[config.mk]
export PLATFORM = sky130hd
export DESIGN_NAME = snes_rom_loader
export DESIGN_NICKNAME = d
export VERILOG_FILES = /design/src/rtl/snes_rom_loader.sv
export SDC_FILE = /design/constraint.sdc
export NUM_CORES = 1
export LEC_CHECK = 0
export ABC_AREA = 1
export CELL_PAD_IN_SITES_DETAIL_PLACEMENT = 0
export CELL_PAD_IN_SITES_GLOBAL_PLACEMENT = 2
export CORE_MARGIN = 3
export CORE_UTILIZATION = 35
export CTS_CLUSTER_DIAMETER = 30
export DETAILED_ROUTE_END_ITERATION = 10
export GPL_TIMING_DRIVEN = 0
export PLACE_DENSITY_LB_ADDON = 0.1
export RECOVER_POWER = 50
export SLEW_MARGIN = 20
export SYNTH_ARGS = -nofsm -noshare
export SYNTH_HDL_FRONTEND = slang
export SYNTH_SLANG_ARGS = --single-unit
[constraint.sdc]
create_clock -name clk -period 3.3 [get_ports clk]
set_input_delay 0.495 -clock clk [delete_from_list [all_inputs] [get_ports clk]]
set_output_delay 0.495 -clock clk [all_outputs]
set_load 0.005 [all_outputs]
[src/rtl/snes_rom_loader.sv]
// ROM stream loader: captures the leading header block, decodes cartridge
// parameters, and packs the remaining bytes into 16-bit SDRAM writes.
module snes_rom_loader #(
  parameter int unsigned FIFO_DEPTH = 8,
  parameter int unsigned HDR_BYTES  = 64,
  parameter int unsigned ADDR_W     = 23
) (
  input  logic              clk,
  input  logic              resetn,
  input  logic              rom_loading,
  input  logic [7:0]        rom_do,
  input  logic              rom_do_valid,
  output logic              mem_req,
  input  logic              mem_ack,
  output logic [ADDR_W-1:0] mem_addr,
  output logic [15:0]       mem_din,
  output logic              loader_busy,
  output logic              load_done,
  output logic              overflow,
  output logic [ADDR_W-1:0] byte_count,
  output logic [7:0]        map_mode,
  output logic [7:0]        rom_type,
  output logic [ADDR_W-1:0] rom_mask,
  output logic [16:0]       ram_mask
);
  localparam int unsigned PtrW = $clog2(FIFO_DEPTH);
  localparam int unsigned IdxW = $clog2(HDR_BYTES) + 1;
  localparam logic [PtrW:0]   FifoFull = (PtrW + 1)'(FIFO_DEPTH);
  localparam logic [IdxW-1:0] HdrLast  = IdxW'(HDR_BYTES - 1);
  localparam logic [IdxW-1:0] IdxMap   = IdxW'(8'h15);
  localparam logic [IdxW-1:0] IdxType  = IdxW'(8'h16);
  localparam logic [IdxW-1:0] IdxRom   = IdxW'(8'h17);
  localparam logic [IdxW-1:0] IdxRam   = IdxW'(8'h18);

  typedef enum logic [2:0] {StIdle, StHeader, StData, StFlush, StAbort} state_e;

  state_e              state_q, state_d;
  logic                loading_q;
  logic                load_rise, load_fall;
  logic                start_clr, hdr_we, push_try, load_done_d;
  logic                push, drop, pop, flush_odd, issue, flush_done;
  logic [7:0]          fifo_mem [FIFO_DEPTH];
  logic [PtrW-1:0]     wr_ptr_q, rd_ptr_q;
  logic [PtrW:0]       fifo_cnt_q;
  logic [IdxW-1:0]     hdr_idx_q;
  logic [ADDR_W:0]     cnt_q;
  logic [7:0]          lo_q;
  logic                have_lo_q, word_vld_q;
  logic [15:0]         word_q;
  logic [ADDR_W-2:0]   word_idx_q;
  logic                mem_req_q, load_done_q, overflow_q;
  logic [ADDR_W-1:0]   mem_addr_q, rom_mask_q;
  logic [15:0]         mem_din_q;
  logic [7:0]          map_mode_q, rom_type_q;
  logic [16:0]         ram_mask_q;

  function automatic logic [ADDR_W-1:0] rom_dec(input logic [7:0] r);
    logic [ADDR_W:0] one_hot;
    if (r >= 8'd8 && r <= 8'd13) begin
      one_hot = {{ADDR_W{1'b0}}, 1'b1} << (r + 8'd10);
      rom_dec = ADDR_W'(one_hot - {{ADDR_W{1'b0}}, 1'b1});
    end else begin
      rom_dec = '1;
    end
  endfunction

  function automatic logic [16:0] ram_dec(input logic [7:0] s);
    if (s == 8'd0)      ram_dec = 17'h0;
    else if (s <= 8'd7) ram_dec = 17'((18'h1 << (s + 8'd10)) - 18'h1);
    else                ram_dec = 17'h1FFFF;
  endfunction

  assign load_rise  = rom_loading & ~loading_q;
  assign load_fall  = ~rom_loading & loading_q;
  // Once 2^ADDR_W bytes are in, the address space is exhausted.
  assign push       = push_try & (fifo_cnt_q != FifoFull) & ~cnt_q[ADDR_W];
  assign drop       = push_try & ~push;
  // The assembler stalls while a finished word waits for the request port.
  assign pop        = (fifo_cnt_q != '0) & ~word_vld_q & ~start_clr;
  assign flush_odd  = (state_q == StFlush) & (fifo_cnt_q == '0) & have_lo_q & ~word_vld_q
                      & ~start_clr;
  assign issue      = word_vld_q & ~mem_req_q & ~start_clr;
  assign flush_done = (state_q == StFlush) & (fifo_cnt_q == '0) & ~have_lo_q & ~word_vld_q
                      & ~mem_req_q;

  // State register and registered copy of rom_loading for edge detection.
  always_ff @(posedge clk or negedge resetn) begin
    if (!resetn) begin
      state_q   <= StIdle;
      loading_q <= 1'b0;
    end else begin
      state_q   <= state_d;
      loading_q <= rom_loading;
    end
  end

  // Next-state decode and per-cycle control strobes.
  always_comb begin
    state_d     = state_q;
    start_clr   = 1'b0;
    hdr_we      = 1'b0;
    push_try    = 1'b0;
    load_done_d = 1'b0;
    unique case (state_q)
      StIdle: begin
        if (load_rise) begin
          start_clr = 1'b1;
          state_d   = StHeader;
        end
      end
      StHeader: begin
        if (load_rise) begin
          start_clr = 1'b1;
        end else begin
          hdr_we = rom_do_valid;
          if (load_fall) begin
            state_d     = StIdle;
            load_done_d = 1'b1;
          end else if (rom_do_valid && hdr_idx_q == HdrLast) begin
            state_d = StData;
          end
        end
      end
      StData, StFlush: begin
        if (load_rise) begin
          // Restart: drop buffered data, but let an in-flight write finish.
          start_clr = 1'b1;
          state_d   = mem_req_q ? StAbort : StHeader;
        end else if (state_q == StData) begin
          push_try = rom_do_valid;
          if (load_fall) state_d = StFlush;
        end else if (flush_done) begin
          state_d     = StIdle;
          load_done_d = 1'b1;
        end
      end
      StAbort: begin
        if (!mem_req_q || mem_ack) state_d = rom_loading ? StHeader : StIdle;
      end
      default: state_d = StIdle;
    endcase
  end

  // Byte FIFO pointers and occupancy.
  always_ff @(posedge clk or negedge resetn) begin
    if (!resetn) begin
      wr_ptr_q   <= '0;
      rd_ptr_q   <= '0;
      fifo_cnt_q <= '0;
    end else if (start_clr) begin
      wr_ptr_q   <= '0;
      rd_ptr_q   <= '0;
      fifo_cnt_q <= '0;
    end else begin
      if (push) wr_ptr_q <= wr_ptr_q + PtrW'(1);
      if (pop)  rd_ptr_q <= rd_ptr_q + PtrW'(1);
      if (push && !pop)      fifo_cnt_q <= fifo_cnt_q + (PtrW + 1)'(1);
      else if (pop && !push) fifo_cnt_q <= fifo_cnt_q - (PtrW + 1)'(1);
    end
  end

  // FIFO storage; contents are don't-care until written.
  always_ff @(posedge clk) begin
    if (push) fifo_mem[wr_ptr_q] <= rom_do;
  end

  // Header capture and parameter decode.
  always_ff @(posedge clk or negedge resetn) begin
    if (!resetn) begin
      hdr_idx_q  <= '0;
      map_mode_q <= 8'h00;
      rom_type_q <= 8'h00;
      rom_mask_q <= '1;
      ram_mask_q <= 17'h1FFFF;
    end else if (start_clr) begin
      hdr_idx_q  <= '0;
      map_mode_q <= 8'h00;
      rom_type_q <= 8'h00;
      rom_mask_q <= rom_dec(8'h00);
      ram_mask_q <= ram_dec(8'h00);
    end else if (hdr_we) begin
      hdr_idx_q <= hdr_idx_q + IdxW'(1);
      if (hdr_idx_q == IdxMap)  map_mode_q <= rom_do;
      if (hdr_idx_q == IdxType) rom_type_q <= rom_do;
      if (hdr_idx_q == IdxRom)  rom_mask_q <= rom_dec(rom_do);
      if (hdr_idx_q == IdxRam)  ram_mask_q <= ram_dec(rom_do);
    end
  end

  // Accepted-byte count and sticky overflow.
  always_ff @(posedge clk or negedge resetn) begin
    if (!resetn) begin
      cnt_q      <= '0;
      overflow_q <= 1'b0;
    end else if (start_clr) begin
      cnt_q      <= '0;
      overflow_q <= 1'b0;
    end else begin
      if (push) cnt_q <= cnt_q + (ADDR_W + 1)'(1);
      if (drop) overflow_q <= 1'b1;
    end
  end

  // Pair assembler: low byte first, then high byte completes the word.
  always_ff @(posedge clk or negedge resetn) begin
    if (!resetn) begin
      lo_q       <= 8'h00;
      have_lo_q  <= 1'b0;
      word_q     <= 16'h0000;
      word_vld_q <= 1'b0;
      word_idx_q <= '0;
    end else if (start_clr) begin
      have_lo_q  <= 1'b0;
      word_vld_q <= 1'b0;
      word_idx_q <= '0;
    end else begin
      if (pop) begin
        if (!have_lo_q) begin
          lo_q      <= fifo_mem[rd_ptr_q];
          have_lo_q <= 1'b1;
        end else begin
          word_q     <= {fifo_mem[rd_ptr_q], lo_q};
          word_vld_q <= 1'b1;
          have_lo_q  <= 1'b0;
        end
      end else if (flush_odd) begin
        word_q     <= {8'h00, lo_q};
        word_vld_q <= 1'b1;
        have_lo_q  <= 1'b0;
      end
      if (issue) begin
        word_vld_q <= 1'b0;
        word_idx_q <= word_idx_q + (ADDR_W - 1)'(1);
      end
    end
  end

  // SDRAM request port; address and data hold until the ack cycle.
  always_ff @(posedge clk or negedge resetn) begin
    if (!resetn) begin
      mem_req_q  <= 1'b0;
      mem_addr_q <= '0;
      mem_din_q  <= 16'h0000;
    end else if (issue) begin
      mem_req_q  <= 1'b1;
      mem_addr_q <= {word_idx_q, 1'b0};
      mem_din_q  <= word_q;
    end else if (mem_req_q && mem_ack) begin
      mem_req_q <= 1'b0;
    end
  end

  // Completion pulse, one cycle after the retire condition.
  always_ff @(posedge clk or negedge resetn) begin
    if (!resetn) load_done_q <= 1'b0;
    else         load_done_q <= load_done_d;
  end

  assign mem_req     = mem_req_q;
  assign mem_addr    = mem_addr_q;
  assign mem_din     = mem_din_q;
  assign loader_busy = (state_q != StIdle);
  assign load_done   = load_done_q;
  assign overflow    = overflow_q;
  assign byte_count  = cnt_q[ADDR_W] ? '1 : cnt_q[ADDR_W-1:0];
  assign map_mode    = map_mode_q;
  assign rom_type    = rom_type_q;
  assign rom_mask    = rom_mask_q;
  assign ram_mask    = ram_mask_q;

endmodule

==> qor.txt, run 1 <==
Commonest non-fill, non-tap cell in the layout: nand2_1
Row count: 66
Worst slew pin tran: 2.049 ns
Vias: 9,482
Num CTS Buffers: 69
Clock latency on the worst-skew pair: 0.55 ns
Area growth from synthesis to layout: 38.17%
CTS H-tree depth: 3
CTS tree: done
Worst setup SP type: input port
DR DRC count: 0
1st-pass router iterations: 5
Ys async rst share: 74.80%
Share of layout cells above drive strength 1: 16.66%
Fin. Hold Viols: 0
Die Height: 188.9 um
Post-synth cell types: 58
Filler instances: 3,155
Main combinational cell family by area after synthesis: simple AND/OR/NAND/NOR gates
Post-synth top flop: dfrtp_1
WP buf/inv: 6
Clock Tree Buf Depth: 3
Layout Nets: 1,515
Gr usage total: 18.98%
Maximum vdd ir drop: 508.8 uV
CP most frequent cell: buf_2
Critical path depth: 12
PortBufs: 133
Clk slew on worst S/H paths: 0.04 ns
Slowest-stage cell, CP: clkdlybuf4s50_1
Placed Area: 13,690 um2
RSZ-0062 raised after global routing: false
WP data required: 3.56 ns
Seq/Total Area, Yosys: 57.44%
Reg2Reg Setup Slack: 0.25 ns
Multiplexer share of the synthesized area: 0%
Status: finished, violations left
Xor/xnor cell area share of the yosys netlist: 0.6625%
Crit path max-delay family: buffers and inverters
Fmax: 0.3211 GHz
Final Cell Area: 16,180 um2
Largest net degree at the start of global routing: 88
Average via count per standard cell: 4.791
Root buffer cell: clkbuf_16
Worst path max stage delay: 0.47 ns
Core area: 32,780 um2
Reg2Reg Depth: 12
Slew Limit Fails: 87
# diodes: 0
WL/cell: 16.74 um
CP cell instances: clkdlybuf4s50_1 -> ha_1 -> buf_2 -> inv_1 -> nand4_1 -> a31oi_4 -> nand2_2 -> inv_2 -> buf_2 -> nand2_1 -> nor3_4 -> buf_12
Synth warn: 0
Vias in the first global route: 9,770
Minimum clock period: 3.114 ns
Final HPWL DP: 22,870 um
CP Capture Type: flip-flop
Tcrit/Tclk final: 94.36%
CP arrival: 3.37 ns
Die area: 35,690 um2
Pwr Total: 12.58 mW
Tightest Hold Check Type: input port to async pin
Initial Util: 35.72%
Antenna Nets Post-Route: 0
Post-synthesis simple-gate area fraction: 20.32%
Slew HR: -36.63%
Die width: 188.9 um
Critical path peak fanout: 10
Failing checks: max-capacitance violations, max-slew violations
Global-route wire length before repair: 53,880 um
Clock Skew: 0.02174 ns
Post-synthesis cell count: 1,268
Sink Count: 254
DR iter-0 viols: 482
Seq cells post-synth: 254
Commonest cells after routing, fill and taps aside: nand2_1, o21ai_0, dfrtp_1
Synthesized area per cell: 9.235 um2
RD Place Congestion: 0.8029
Crit Path Category: input port to flip-flop
Initial antenna violation count: 0
Final wirelength: 33,120 um
Share of synthesized cell area in full adder, half adder and majority cells: 1.774%
Num ports: 135
Final setup fails: 0
Pwr Density: 777.4 nW/um2
P_leak: 7.070 nW
Netlist Area Pre-Place: 11,710 um2
Remaining global-route overflow: 0
Syn_nets: 1,297
Post-synth EDFFs: 64
Max_cap viols: 1
Complex-gate fraction of the synthesized area: 13.27%
kinds of logic (layout without fill, tap and decap cells):
logic type	after synthesis	after routing
buf+inv	195	464
simple gates	514	514
compound gates	280	280
flops	254	254
fa+ha+maj	16	16
xor+xnor	8	8
other cells	1	1
routing by layer:
metal,vias to the layer above,global-route usage [%],part of all wire [%]
met4,0,6.216,2.3
met5,-,0,0
li1,4717,-,-
met2,214,30.05,46
met1,4485,25.34,46
met3,66,5.221,6.0
flip-flops by register name, indices dropped and copies added, names as in the netlist, 3 cells and up:
name        cells
mem_addr       22
rom_mask       23
rom_type        8
mem_din        16
fifo_cnt_q      4
hdr_idx_q       7
ram_mask       17
map_mode        8
state_q         3
lo_q            8
rd_ptr_q        3
word_idx_q     22
fifo_mem       64
cnt_q          24
word_q         16
wr_ptr_q        3
through the flow:
step | setup TNS [ns] | utilization [%] | hold WS (ns) | setup WS, ns | cells
after floorplan | 0 | - | 0.1994 | 0.5073 | 1268
after global placement | -1292.44 | 41.47 | 0.4398 | -6.872 | 1843
after detailed placement | -73.41 | 41.77 | 0.4101 | -0.9767 | 1845
after CTS | 0 | 49.39 | 0.4412 | 0.01230 | 1978
after global routing | 0 | 49.35 | 0.4534 | 0.003077 | 1979
final | 0 | 49.35 | 0.4394 | 0.1860 | 1979
path summary, 6_finish.rpt:
kind,from,to
worst max-delay path,rom_loading,fifo_mem[4][0]
worst max register to register,loading_q,fifo_mem[4][0]
max in group asynchronous,resetn,cnt_q[9]
worst min-delay path,resetn,rom_type[7]
min in group clk,cnt_q[19],cnt_q[19]
worst min register to register,cnt_q[19],cnt_q[19]
where the power goes:
part,internal [mW],switching (mW)
clock network,4.60,1.83
registers,3.64,0.250
logic,0.790,1.46
total,9.03,3.54
timing repair:
item                                   4_1_cts  5_1_grt
pin swaps                                    8        0
resized for setup                           10        5
setup endpoints to repair                   65       80
endpoints found under the hold margin       13        0
hold buffers                                 1        0
setup buffers                               10        1
cells in the mapped netlist (2+ instances only):
cell type  count  share of area [%]
nor2_4         7               0.67
nand4_2        4               0.43
o22ai_1       17               0.91
buf_4          2               0.13
o21a_1         3               0.19
nor2_2        15               0.80
o21ai_1        4               0.17
o2111ai_1      3               0.22
nand3b_1       2               0.13
a21oi_1       59                2.5
inv_1        139                4.5
o221ai_1       8               0.60
buf_1          4               0.13
nor2_1       113                3.6
nand3_1       42                1.8
nor4_1         5               0.27
nor3_2         4               0.34
inv_4          2               0.11
ha_1          15                1.6
clkbuf_1      27               0.87
nand2_1      241                7.7
a211oi_1       6               0.38
nor3_1        34                1.5
nand3_2        4               0.34
edfxtp_1      64                 16
buf_2          7               0.30
nand2_2        8               0.43
or2_2         15               0.80
dfstp_2       40                9.0
a31oi_1        5               0.27
nand4_1       14               0.75
xnor2_1        2               0.15
inv_2         12               0.38
xor2_1         5               0.37
o31ai_1       10               0.64
dfrtp_1      150                 32
a22o_1         2               0.15
o21ai_0      154                6.6
area by class of cell:
| cell class | instances | area (um2) | area share (%) |
|---|---|---|---|
| plain buffers | 41 | 177.7 | 1.098 |
| clock buffers | 106 | 2058 | 12.72 |
| clock inverters | 16 | 211.5 | 1.307 |
| inverters | 154 | 583.1 | 3.604 |
| multi-input cells | 819 | 4333 | 26.78 |
| flip-flops and latches | 254 | 6726 | 41.57 |
| well taps | 442 | 553.0 | 3.418 |
| repair buffers | 147 | 1536 | 9.497 |
worst reg2reg max path, delay by kind of cell, from the launching register on:
kind,cells,cell delay [ns]
buf+inv,6,0.95
flops,1,0.37
fa+ha+maj,1,0.17
compound gates,1,0.26
simple gates,4,1.03
Power figures use the tool's default switching activity.
==> run 2: changes to the inputs <==
Settings changed: CTS_CLUSTER_SIZE set to 30.
==> results of run 2 <==
Final layout, timing and power as in run 1 (identical DEF).
==> run 3: changes to the inputs <==
Settings changed: ABC_AREA 1 to not set, CORE_UTILIZATION 35 to 38.
Clock period 3.3 ns to 2.9 ns, I/O delays scaled along.
==> run 3 against run 2 <==
Compared with the run above: the run still ends with max-capacitance violations, max-slew violations left; critical endpoint is now ram_mask[6]; count of clock-buffer cells in the layout decreased by 23; largest cell class unchanged; combinational power increased by 6%; final cell count decreased by 18%; cell area decreased by 2.2%; worst hold slack got worse by 0.18 ns; flip-flop and latch count unchanged; clock skew increased by 0.0099 ns; critical path depth unchanged; largest power group unchanged; via count decreased by 14%; register-to-register slack got worse by 0.05 ns; area after synthesis decreased by 1.6%.
==> qor.txt, run 3 <==
Status: finished, violations left
Failing checks: max-capacitance violations, max-slew violations
Final HPWL DP: 19,390 um (-15%)
Tightest Hold Check Type: input port to flip-flop
Syn_nets: 1,012 (-22%)
Commonest cells after routing, fill and taps aside: dfrtp_1, nor2_1, nand2_1
Post-synth cell types: 68 (+17%)
CP Capture Type: flip-flop
CTS tree: done
Post-synth top flop: dfrtp_1
Worst setup SP type: input port
Clock Skew: 0.03162 ns (+0.009876 ns)
Critical path peak fanout: 16 (+6)
Vias in the first global route: 8,693 (-11%)
Max FFs per register: 64 (unchanged)
Synthesized area per cell: 11.72 um2 (+27%)
# diodes: 0 (unchanged)
Largest reg by FF count: fifo_mem
DR DRC count: 0 (unchanged)
Maximum vdd ir drop: 478.7 uV (-5.9%)
Die area: 32,450 um2 (-9.1%)
CTS H-tree depth: 3 (unchanged)
Root buffer cell: clkbuf_16
Core area: 29,800 um2 (-9.1%)
Worst slew pin tran: 1.549 ns (-0.5006 ns)
Clk pwr share: 51.4% (+0.3 points)
Dpl ws: -1.347 ns (-0.3704 ns)
DR iter-0 viols: 416 (-14%)
RD Place Congestion: 0.7516 (-6.4%)
Pwr Density: 887.9 nW/um2 (+14%)
Clk slew on worst S/H paths: 0.05 ns (about the same)
Commonest non-fill, non-tap cell in the layout: dfrtp_1
Switching part of the total: 27.22% (-0.95 points)
PortBufs: 133 (unchanged)
Num ports: 135 (unchanged)
Fin. Hold Viols: 0 (unchanged)
Crit Path Category: input port to flip-flop
WP data required: 3.36 ns (-0.20 ns)
Post-synth EDFFs: 64 (unchanged)
Critical path origin: rom_do[1]
Filler instances: 2,665 (-16%)
Slew Limit Fails: 62 (-29%)
Final setup fails: 0 (unchanged)
Placed Area: 13,440 um2 (-1.9%)
Largest net degree at the start of global routing: 72 (-18%)
Clock latency on the worst-skew pair: 0.55 ns (about the same)
Initial antenna violation count: 0 (unchanged)
Row count: 63 (-4.5%)
Hold path start: rom_do[2]
Layout Nets: 1,219 (-20%)
Cell taking the most area after synthesis: dfrtp_1
Global-route wire length before repair: 46,840 um (-13%)
Area growth from synthesis to layout: 37.39%
P_leak: 6.601 nW (-6.6%)
Synth warn: 0 (unchanged)
Final worst setup slack: 0.1664 ns (-0.01962 ns)
Internal: 10.23 mW (+13%)
Post-synth top cells: dfrtp_1, nor2_1, nand2_1
Average via count per standard cell: 5.015 (+4.7%)
Top cells by area, synth: dfrtp_1, edfxtp_1, dfstp_2
Share of layout cells above drive strength 1: 25.12% (+8.5 points)
Sw Pwr: 3.826 mW (+8.0%)
1st-pass router iterations: 5 (unchanged)
Remaining global-route overflow: 0 (unchanged)
Vias: 8,165 (-14%)
Count leader, synth: dfrtp_1
Comb pwr share: 17.0% (-0.9 points)
Final wirelength: 28,150 um (-15%)
WL/cell: 17.29 um (+3.3%)
Minimum clock period: 2.734 ns
Max_cap viols: 1 (unchanged)
Worst reg2reg startpoint: hdr_idx_q[0]
Final Cell Area: 15,830 um2 (-2.2%)
Tcrit/Tclk final: 94.26%
Slew HR: -3.262% (+33 points)
Die Height: 180.1 um (-4.6%)
Die width: 180.1 um (-4.6%)
Num CTS Buffers: 66 (-4.3%)
Post-layout util: 53.13% (+3.8 points)
Initial Util: 38.67% (+3.0 points)
CP arrival: 3.20 ns (-0.17 ns)
Fmax: 0.3658 GHz
Post-synth top area share: 32.58% (+0.52 points)
Clock Tree Buf Depth: 3 (unchanged)
Seq/Total Area, Yosys: 58.38% (+0.94 points)
Seq cells post-synth: 254 (unchanged)
Antenna Nets Post-Route: 0 (unchanged)
Netlist Area Pre-Place: 11,520 um2 (-1.6%)
Post-synthesis cell count: 983 (-22%)
Gr usage total: 17.57% (-1.4 points)
Ys async rst share: 74.80% (unchanged)
Flop pwr share: 31.6% (+0.6 points)
Sink Count: 254 (unchanged)
## run 3: final timing paths
| check | end | slack, ns | cells past startpoint |
|---|---|---|---|
| worst min-delay path | fifo_mem[2][2] | 0.26 | 1 |
| min in group asynchronous | mem_addr[11] | 0.80 | 2 |
| max in group asynchronous | ram_mask[5] | 0.65 | 4 |
| worst min register to register | word_q[10] | 0.48 | 2 |
| worst max register to register | ram_mask[10] | 0.20 | 8 |
| worst max-delay path | ram_mask[6] | 0.17 | 12 |
## run 3: logic make-up (layout without fill, tap and decap cells)
group / count (synthesis) / in the layout / synth area share (%)
and+or+nand+nor: 367 / 367 / 16.16
DFF: 254 / 254 / 58.38
other: 1 / 1 / 0.03255
adders and majority gates: 16 / 16 / 1.803
muxes: 78 / 78 / 9.035
AOI/OAI and AO/OA: 146 / 146 / 8.155
xor gates and xnor gates: 51 / 51 / 3.877
buffers and inverters: 70 / 325 / 2.563
## run 3: power groups by stage
stage | Combinational [mW] | Sequential, mW | Clock (mW)
after floorplan | 1.60 | 4.43 | 0
after global placement | 2.40 | 4.49 | 0
after detailed placement | 2.43 | 4.50 | 0
after CTS | 2.46 | 4.45 | 7.39
after global routing | 2.67 | 4.51 | 7.59
final | 2.38 | 4.44 | 7.23
## run 3: worst max-delay path, cell delays in order
cell       delay [ns]
clkbuf_4         0.21
ha_4             0.23
or3_4            0.34
a2111oi_4        0.41
o21ba_4          0.23
buf_6            0.15
nand4b_1         0.12
ha_2             0.23
clkbuf_8         0.16
or3_1            0.32
a211oi_2         0.23
a221o_1          0.14
## run 3: metrics by stage
stage	cells	setup TNS [ns]	power [mW]	hold WS, ns
after CTS	1628	0	14.30	0.2979
final	1628	0	14.06	0.2595
after floorplan	983	0	6.027	0.1394
after global routing	1628	-0.003661	14.78	0.2480
after global placement	1506	-1349.49	6.891	0.4640
after detailed placement	1508	-139.36	6.934	0.4006
## run 3: layout make-up
class                      count  area, um2  area share (%)
buffer                        52      252.7           1.597
clock buffer                  83       1827           11.54
clock inverter                33      449.2           2.837
inverter                      16      60.06          0.3794
multi-input combinational    659       4607           29.10
sequential                   254       6726           42.49
tap                          390      488.0           3.083
timing repair buffer         141       1420           8.971
## run 3: layer usage
metal | vias to the layer above | routed length (um) | track usage (%)
met5 | - | 0 | 0
met4 | 0 | 698 | 6.049
met3 | 55 | 1504 | 4.845
met2 | 189 | 12810 | 27.50
met1 | 3982 | 13140 | 23.75
li1 | 3939 | - | -
## run 3: what timing repair did
| action | in CTS | in global routing |
|---|---|---|
| pin swaps | 2 | 2 |
| hold buffers | 1 | 0 |
| hold endpoints to repair | 61 | 0 |
| gates resized for setup | 29 | 19 |
| buffers inserted | 4 | 1 |
| endpoints found under the setup margin | 117 | 59 |
